## config.mk

```make
export PLATFORM = sky130hd
export DESIGN_NAME = ahb_sram
export DESIGN_NICKNAME = d
export VERILOG_FILES = /design/src/rtl/ahb_pkg.sv /design/src/rtl/ahb_lane_mask.sv /design/src/rtl/ahb_sram.sv
export SDC_FILE = /design/constraint.sdc
export NUM_CORES = 1
export LEC_CHECK = 0
export CORE_MARGIN = 5
export CORE_UTILIZATION = 34
export CTS_BUF_LIST = sky130_fd_sc_hd__clkbuf_4 sky130_fd_sc_hd__clkbuf_8 sky130_fd_sc_hd__clkbuf_16
export DETAILED_ROUTE_END_ITERATION = 6
export HOLD_SLACK_MARGIN = 0.03
export PLACE_DENSITY = 0.87
export SLEW_MARGIN = 20
export SYNTH_ARGS = -nofsm -noshare
export SYNTH_HDL_FRONTEND = slang
export SYNTH_HIERARCHICAL = 1
export SYNTH_SLANG_ARGS = --single-unit
export TNS_END_PERCENT = 30
```

## constraint.sdc

```tcl
create_clock -name HCLK -period 1.6 [get_ports HCLK]
set_input_delay 0.32 -clock HCLK [delete_from_list [all_inputs] [get_ports HCLK]]
set_output_delay 0.32 -clock HCLK [all_outputs]
set_load 0.05 [all_outputs]
```

## src/rtl/ahb_pkg.sv

```systemverilog
// ahb_pkg: shared AHB-Lite transfer codes and SRAM slave geometry defaults
package ahb_pkg;
    localparam int ADDR_W_DEF   = 15;
    localparam int BANK_LSB_DEF = 17;
    localparam logic [1:0] HT_IDLE   = 2'd0;
    localparam logic [1:0] HT_BUSY   = 2'd1;
    localparam logic [1:0] HT_NONSEQ = 2'd2;
    localparam logic [1:0] HT_SEQ    = 2'd3;
    localparam logic [2:0] SZ_BYTE   = 3'd0;
    localparam logic [2:0] SZ_HALF   = 3'd1;
    localparam logic [2:0] SZ_WORD   = 3'd2;
endpackage

```

## src/rtl/ahb_lane_mask.sv

```systemverilog
// ahb_lane_mask: little-endian byte-lane mask from transfer size and low address bits
module ahb_lane_mask
    import ahb_pkg::*;
(
    input  logic [2:0] hsize,
    input  logic [1:0] addr_lo,
    output logic [3:0] mask
);
    assign mask = hsize == SZ_BYTE ? 4'(4'b0001 << addr_lo)
                : hsize == SZ_HALF ? (addr_lo[1] ? 4'b1100 : 4'b0011)
                : 4'b1111;
endmodule

```

## src/rtl/ahb_sram.sv

```systemverilog
// ahb_sram: AHB-Lite slave driving four banks of synchronous single-port SRAM
module ahb_sram
    import ahb_pkg::*;
#(
    parameter int ADDR_W   = ADDR_W_DEF,
    parameter int BANK_LSB = BANK_LSB_DEF
) (
    input  logic              HCLK,
    input  logic              HRESETn,
    input  logic              HSEL,
    input  logic [31:0]       HADDR,
    input  logic              HREADY,
    input  logic              HWRITE,
    input  logic [1:0]        HTRANS,
    input  logic [2:0]        HSIZE,
    input  logic [31:0]       HWDATA,
    output logic [31:0]       HRDATA,
    output logic              HREADYOUT,
    input  logic [31:0]       SRAMRDATA,
    output logic [3:0]        SRAMWEN,
    output logic [31:0]       SRAMWDATA,
    output logic              SRAMCS0,
    output logic              SRAMCS1,
    output logic              SRAMCS2,
    output logic              SRAMCS3,
    output logic [ADDR_W-1:0] SRAMADDR
);
    logic              accept, acc_wr, acc_rd;
    logic [3:0]        lane_mask;
    logic [ADDR_W-1:0] haddr_word, wr_addr, rd_addr;
    logic [1:0]        haddr_bank, wr_bank, rd_bank, bank;
    logic [3:0]        wr_mask;
    logic              wr_pend, rd_pend, cs_en;
    logic              unused_ok;

    assign accept     = HSEL & HTRANS[1] & HREADY;
    assign acc_wr     = accept & HWRITE;
    assign acc_rd     = accept & ~HWRITE;
    assign haddr_word = HADDR[ADDR_W+1:2];
    assign haddr_bank = HADDR[BANK_LSB+1:BANK_LSB];
    assign unused_ok  = ^{HADDR[31:BANK_LSB+2], HTRANS[0]};

    ahb_lane_mask u_lane_mask (
        .hsize   (HSIZE),
        .addr_lo (HADDR[1:0]),
        .mask    (lane_mask)
    );

    // Pending-write and collided-read bookkeeping; a read that lands on a write data phase is replayed next cycle
    always_ff @(posedge HCLK or negedge HRESETn) begin
        if (!HRESETn) begin
            wr_pend <= 1'b0;
            rd_pend <= 1'b0;
            wr_addr <= '0;
            wr_bank <= '0;
            wr_mask <= '0;
            rd_addr <= '0;
            rd_bank <= '0;
        end else begin
            wr_pend <= acc_wr;
            rd_pend <= acc_rd & wr_pend;
            if (acc_wr) begin
                wr_addr <= haddr_word;
                wr_bank <= haddr_bank;
                wr_mask <= lane_mask;
            end
            if (acc_rd & wr_pend) begin
                rd_addr <= haddr_word;
                rd_bank <= haddr_bank;
            end
        end
    end

    // SRAM port mux: write data phase wins, then replayed read, then a fresh read
    always_comb begin
        cs_en    = 1'b0;
        bank     = haddr_bank;
        SRAMADDR = haddr_word;
        SRAMWEN  = 4'b0000;
        if (wr_pend) begin
            cs_en    = 1'b1;
            bank     = wr_bank;
            SRAMADDR = wr_addr;
            SRAMWEN  = wr_mask;
        end else if (rd_pend) begin
            cs_en    = 1'b1;
            bank     = rd_bank;
            SRAMADDR = rd_addr;
        end else if (acc_rd) begin
            cs_en    = 1'b1;
        end
    end

    assign {SRAMCS3, SRAMCS2, SRAMCS1, SRAMCS0} = cs_en ? 4'(4'b0001 << bank) : 4'b0000;
    assign SRAMWDATA = HWDATA;
    assign HRDATA    = SRAMRDATA;
    assign HREADYOUT = ~rd_pend;
endmodule

```

==> results of run 1 <==
cells by family after synthesis:
logic type | count (synthesis) | synth area share [%]
AOI/OAI and AO/OA | 27 | 6.07
and+or+nand+nor | 32 | 6.92
muxes | 54 | 24.9
buffers and inverters | 77 | 21.9
DFF | 40 | 40.1
cell type report:
cell class              count  area, µm²  area share (%)
inverters                   4       15.0           0.460
repair buffers             72        955            29.2
flip-flops and latches     40       1000            30.7
clock inverters             2       35.0            1.07
well taps                  99        124            3.79
clock buffers               6       76.3            2.34
multi-input cells         113       1060            32.4
per-layer routing:
metal,part of all wire [%],wire length [µm]
met1,34,1970
met2,57,3290
met3,6.6,383
met4,2.9,166
met5,0,0
layout by cell type (no fill, tap or decap), drive strengths merged, types with 3 or more instances in the layout:
cell / instances
o21ai: 21
and2: 4
inv: 4
a21oi: 4
dfrtp: 40
nand2: 19
clkbuf: 6
buf: 45
clkdlybuf4s50: 22
nor2: 3
dlygate4sd2: 4
mux2i: 16
mux2: 38
sequential cells by signal, summed over array words and instances, names as in the netlist:
name / cells
wr_bank: 2
wr_addr: 15
rd_addr: 15
wr_mask: 4
rd_bank: 2
rd_pend: 1
wr_pend: 1
final timing paths:
path,end,slack [ns]
hold reg to reg,wr_addr[14],0.51
max in group asynchronous,wr_pend,0.56
hold / removal,wr_addr[14],0.51
setup reg to reg,rd_bank[0],0.23
setup / recovery,SRAMADDR[14],-0.20
min in group asynchronous,rd_bank[0],0.55
worst max-delay path: cells and delay by family, from the launching register on:
kind	cells	cell delay, ns
muxes	1	0.16
buffers and inverters	2	0.37
DFF	1	0.48
AOI/OAI and AO/OA	1	0.20
through the flow:
step                      cells  setup slack, ns  cell area (µm²)  setup TNS [ns]  hold WS (ns)
final                       336           -0.204             3270           -3.35         0.508
after global routing        336           -0.283             3270           -4.98         0.523
after floorplan             230           -0.212             2550           -1.39        0.0244
after detailed placement    325           -0.358             3070           -4.52         0.301
after global placement      325           -0.271             3070           -3.47         0.301
after CTS                   335           -0.205             3250           -3.85         0.511
power by group through the flow:
stage	Combinational, W	Sequential [W]	Clock (W)
2_1_floorplan	0.000778	0.00123	0
3_3_place_gp	0.000621	0.00124	0
3_5_place_dp	0.000640	0.00126	0
4_1_cts	0.000653	0.00124	0.000842
5_1_grt	0.000690	0.00126	0.000892
6_report	0.000648	0.00124	0.000813
repair_timing:
| item | in CTS | in global routing |
|---|---|---|
| hold buffers | 1 | 0 |
| hold endpoints to repair | 18 | 0 |
| pin swaps | 3 | 2 |
| endpoints found under the setup margin | 24 | 23 |
| gates resized for setup | 19 | 4 |
| setup buffers | 1 | 1 |
==> impl_metrics.yaml, run 1 <==
synthesis:
  yosysWarnings: 6
  synth_area_leaders: "dfrtp_1 40%, buf_4 20%, mux2_2 13%, mux2i_1 6.4%, mux2_4 5.4%"
  synth_nets: 336
  async_flop_share_pct: 100
  seq_area_frac_synth_pct: 40.1
  synth-seq-cells: 40
  synth_top_area_share_pct: 40.1
  synthCells: 230
  synth_ff_type: "dfrtp_1"
  synth_top_area_cell: "dfrtp_1"
  syn_area_per_cell_um2: 10.8
  synth-edff-count: 0
  synth_commonest_cells: "65 x buf_4, 40 x dfrtp_1, 29 x mux2_2"
  synth.distinct_cells: 26
  yosysMostFrequentCell: "buf_4"
  synth_area_um2: 2490
layout:
  fin_nets: 342
  antennaDiodeCount: 0
  fillCellCount: 655
  syn2layout_area_growth_pct: 31.0
  final_util_pct: 45.3
  drive_above_1_share_pct: 53.6
sta:
  final.setup.worst_slack_ns: -0.204
  hold_violations: 0
  rsz0062_at_grt: "yes"
  worst_slew_pin_slew_ns: 0.491
  clock_skew_ns: 0.00116
  finalSetupViolCount: 23
  period_needed_ns: 1.80
  fmax_ghz: 0.554
  period_share_pct: 113
  slew_viol_final: 0
  slew_headroom_pct: 67.3
place:
  gp_congestion: 0.787
  place_hpwl_mm: 4.45
  numPortBuffers: 51
route:
  vias: 1602
  wl_per_cell_um: 17.3
  first_iter_violations: 72
  drt_drc_violations_left: 0
  ant_nets: 0
  viasPerCell: 4.77
  detailedRoute.firstPassIterationCount: 4
  drt_wl_total_mm: 5.81
run_status:
  violations: "setup timing"
  status: "complete, but fails checks"
power:
  power_frac_comb_pct: 24.0
  p_leak_nw: 1.42
  p_seq_share_pct: 45.9
  ir_drop_mv: 0.475
  clock_power_share_pct: 30.1
  internal_power_w: 0.00200
  netSwitchingPower_w: 0.000701
  total_power_w: 0.00270
  switching_share_pct: 26.0
  cellPowerDensity_nw_per_um2: 827
hold_path:
  hold_class: "reg -> reg"
  worstHoldStart: "wr_addr[14]"
  min_path_cells: 1
floorplanning:
  core_area_um2: 7210
  boundaryPins: 194
  dieArea_um2: 9150
  die_h_um: 95.6
  start_util_pct: 34.6
  row_count: 31
  die_x_um: 95.6
cts:
  root_buffer: "clkbuf_8"
  clk_latency_ns: 0.28
  cts_sinks: 40
  path_clk_slew_ns: 0.07
  htreeDepth: 2
  numCtsBuffers: 5
  clockBufferDepth: 2
  cts_tree: "yes"
worst_setup_path:
  path_max_fanout: 7
  crit_start: "rd_pend"
  critical_path.max_stage_delay_ns: 0.48
  arrival_ns: 1.48
  critical_path_class: "reg -> out"
  end_kind: "primary output"
  crit_chain: "buf_4 -> mux2i_2 -> o21ai_2 -> buf_12"
  r2r_start: "wr_pend"
  cp.required_ns: 1.28
  cpMaxStageDelayCell: "dfrtp_2"
  rr_worst_depth: 4
  cp-start-kind: "flop"
grt:
  overflow: 0
  use_met1_pct: 13.2
  track_usage_pct: 13.1
  grt_use_met2_pct: 24.2
  grt_pass1_wl_mm: 9.11
  antenna_found_initial: 0
  grt_pass1_vias: 1790
  grt_util_met3_pct: 4.26
  grt_max_degree: 27
  busiest_layer: "met2"
run:
  cap_violations: 0
No activity file was read; power rests on OpenSTA's default activity.
==> inputs of run 2 (changes only) <==
--- a/config.mk
+++ b/config.mk
@@ -14,6 +14,5 @@
 export SLEW_MARGIN = 20
 export SYNTH_ARGS = -nofsm -noshare
 export SYNTH_HDL_FRONTEND = slang
-export SYNTH_HIERARCHICAL = 1
 export SYNTH_SLANG_ARGS = --single-unit
 export TNS_END_PERCENT = 30
==> run 2 against run 1 <==
The flow still finishes with violations (setup timing). Sequential cell count unchanged. Final cell count is 1.2% higher. Sequential share of layout area up 0.74 points. Critical path depth rose by 1. Register-to-register slack worse by 0.03 ns. Count of clock-buffer cells in the layout shrank 1. Sequential power barely moved. Die area is 0.68% lower. Non-clock buffer count stayed put.
==> impl_metrics.yaml, run 2 <==
run_status:
  status: "complete, but fails checks"
  violations: "setup timing"
route:
  viasPerCell: 4.68
  wl_per_cell_um: 16.5
  detailedRoute.firstPassIterationCount: 4
  drt_wl_total_mm: 5.60
  first_iter_violations: 36
  ant_nets: 0
  drt_drc_violations_left: 0
  vias: 1592
synthesis:
  syn_area_per_cell_um2: 10.6
  seq_area_frac_synth_pct: 40.4
  synth_top_area_share_pct: 40.4
  synth-edff-count: 0
  synth_nets: 340
  synth_area_leaders: "dfrtp_1 40%, buf_4 20%, mux2_2 11%, mux2i_1 6.5%, mux2_4 5.5%"
  synthCells: 234
  yosysMostFrequentCell: "buf_4"
  async_flop_share_pct: 100
  synth_commonest_cells: "65 x buf_4, 40 x dfrtp_1, 25 x mux2_2"
  synth-seq-cells: 40
  synth.distinct_cells: 23
  synth_area_um2: 2470
  synth_ff_type: "dfrtp_1"
  yosysWarnings: 0
  synth_top_area_cell: "dfrtp_1"
cts:
  clk_latency_ns: 0.29
  path_clk_slew_ns: 0.09
  cts_tree: "yes"
  htreeDepth: 2
  cts_sinks: 40
  root_buffer: "clkbuf_8"
  numCtsBuffers: 5
  clockBufferDepth: 2
layout:
  drive_above_1_share_pct: 46.1
  final_common_cell: "dfrtp_1"
  fin_cells: 340
  reg_top3: "rd_addr: 15 flops, wr_addr: 15 flops, wr_mask: 4 flops"
  syn2layout_area_growth_pct: 28.9
  layout_common_cells: "38 x dfrtp_1, 25 x mux2_2, 25 x buf_12, 22 x nand2_1, 22 x clkdlybuf4s50_1"
  antennaDiodeCount: 0
  fin_nets: 346
worst_setup_path:
  cpMaxStageDelayCell: "dfrtp_2"
  critical_path.max_stage_delay_ns: 0.45
  path_max_fanout: 5
  crit_start: "rd_pend"
  cp-start-kind: "flop"
  path_delay_family: "flip-flops"
  arrival_ns: 1.54
  r2r_start: "wr_pend"
  crit_chain: "buf_6 -> nor2_4 -> nand3b_1 -> a21oi_4 -> buf_12"
  end_kind: "primary output"
  critical_path_class: "reg -> out"
  cp.required_ns: 1.28
  crit_buf_inv: 2
grt:
  use_met1_pct: 12.4
  grt_use_met2_pct: 20.9
  grt_pass1_wl_mm: 8.56
  overflow: 0
  grt_util_met3_pct: 3.31
  track_usage_pct: 12.3
  antenna_found_initial: 0
  grt_pass1_vias: 1697
  busiest_layer: "met2"
  grt_max_degree: 25
sta:
  slew_viol_final: 0
  worst_slew_pin_slew_ns: 0.419
  slew_headroom_pct: 72.1
  final.setup.worst_slack_ns: -0.255
  rsz0062_at_grt: "yes"
  period_share_pct: 116
  hold_violations: 0
  period_needed_ns: 1.86
  fmax_ghz: 0.539
  finalSetupViolCount: 23
  clock_skew_ns: 0.0132
power:
  ir_drop_mv: 0.448
  cellPowerDensity_nw_per_um2: 787
  total_power_w: 0.00251
  p_leak_nw: 1.40
floorplanning:
  core_area_um2: 7180
  start_util_pct: 34.5
  row_count: 31
  boundaryPins: 194
  dieArea_um2: 9080
  die_x_um: 95.3
  die_h_um: 95.3
place:
  place_hpwl_mm: 4.21
  gp_congestion: 0.704
  dp_cells: 327
  numPortBuffers: 51
hold_path:
  hold_class: "in -> async"
run:
  cap_violations: 0
run 2: per-layer routing:
layer	part of all wire (%)	up-vias	wire, µm
met5	0	-	0
met2	48	57	2700
li1	-	739	-
met3	8.7	43	486
met4	8.5	0	476
met1	35	753	1940
run 2: layout make-up:
type / count / area [µm²]
flip-flops and latches: 40 / 1000
repair buffers: 72 / 925
multi-input cells: 116 / 1030
clock inverters: 3 / 18.8
well taps: 99 / 124
clock buffers: 5 / 68.8
fillers: 655 / 3990
inverters: 5 / 18.8
run 2: stage by stage:
stage               utilization [%]  TNS [ns]  setup WS (ns)  area, µm²  hold WS (ns)
floorplan                         -     -1.55         -0.214       2530        0.0244
global placement               41.9     -5.86         -0.348       3000         0.277
detailed placement             41.9     -6.36         -0.364       3000         0.287
CTS                            43.7     -4.39         -0.247       3130         0.496
global route                   44.4     -5.09         -0.325       3190         0.515
finish                         44.4     -3.36         -0.255       3190         0.485
run 2: kinds of logic (layout without fill, tap and decap cells):
kind of cell    count (synthesis)  count (layout)  share of synthesized area, %
buf+inv                        78              85                          22.2
mux                            50              50                          23.3
flops                          40              40                          40.4
simple gates                   34              34                          6.93
compound gates                 32              32                          7.13
run 2: path summary, 6_finish.rpt:
kind                              endpoint  slack, ns  cells after the start
worst max-delay path               SRAMCS0      -0.26                      5
worst min-delay path            rd_addr[8]       0.48                      2
worst max register to register  rd_addr[9]       0.20                      3
worst min register to register  wr_mask[2]       0.48                      2
max in group asynchronous       wr_mask[2]       0.63                      3
min in group HCLK               wr_mask[2]       0.49                      2
run 2: report_power, final:
group / internal [W] / total [W] / switching, W
registers: 0.00116 / 0.00123 / 0.0000741
logic: 0.000342 / 0.000619 / 0.000277
clock network: 0.000304 / 0.000655 / 0.000351
run 2: repair_timing:
action	in CTS	in global routing
hold buffers	1	0
endpoints found under the setup margin	24	23
pin swaps	4	2
gates cloned	0	0
setup buffers	2	2
endpoints found under the hold margin	16	0
gates resized for setup	11	8
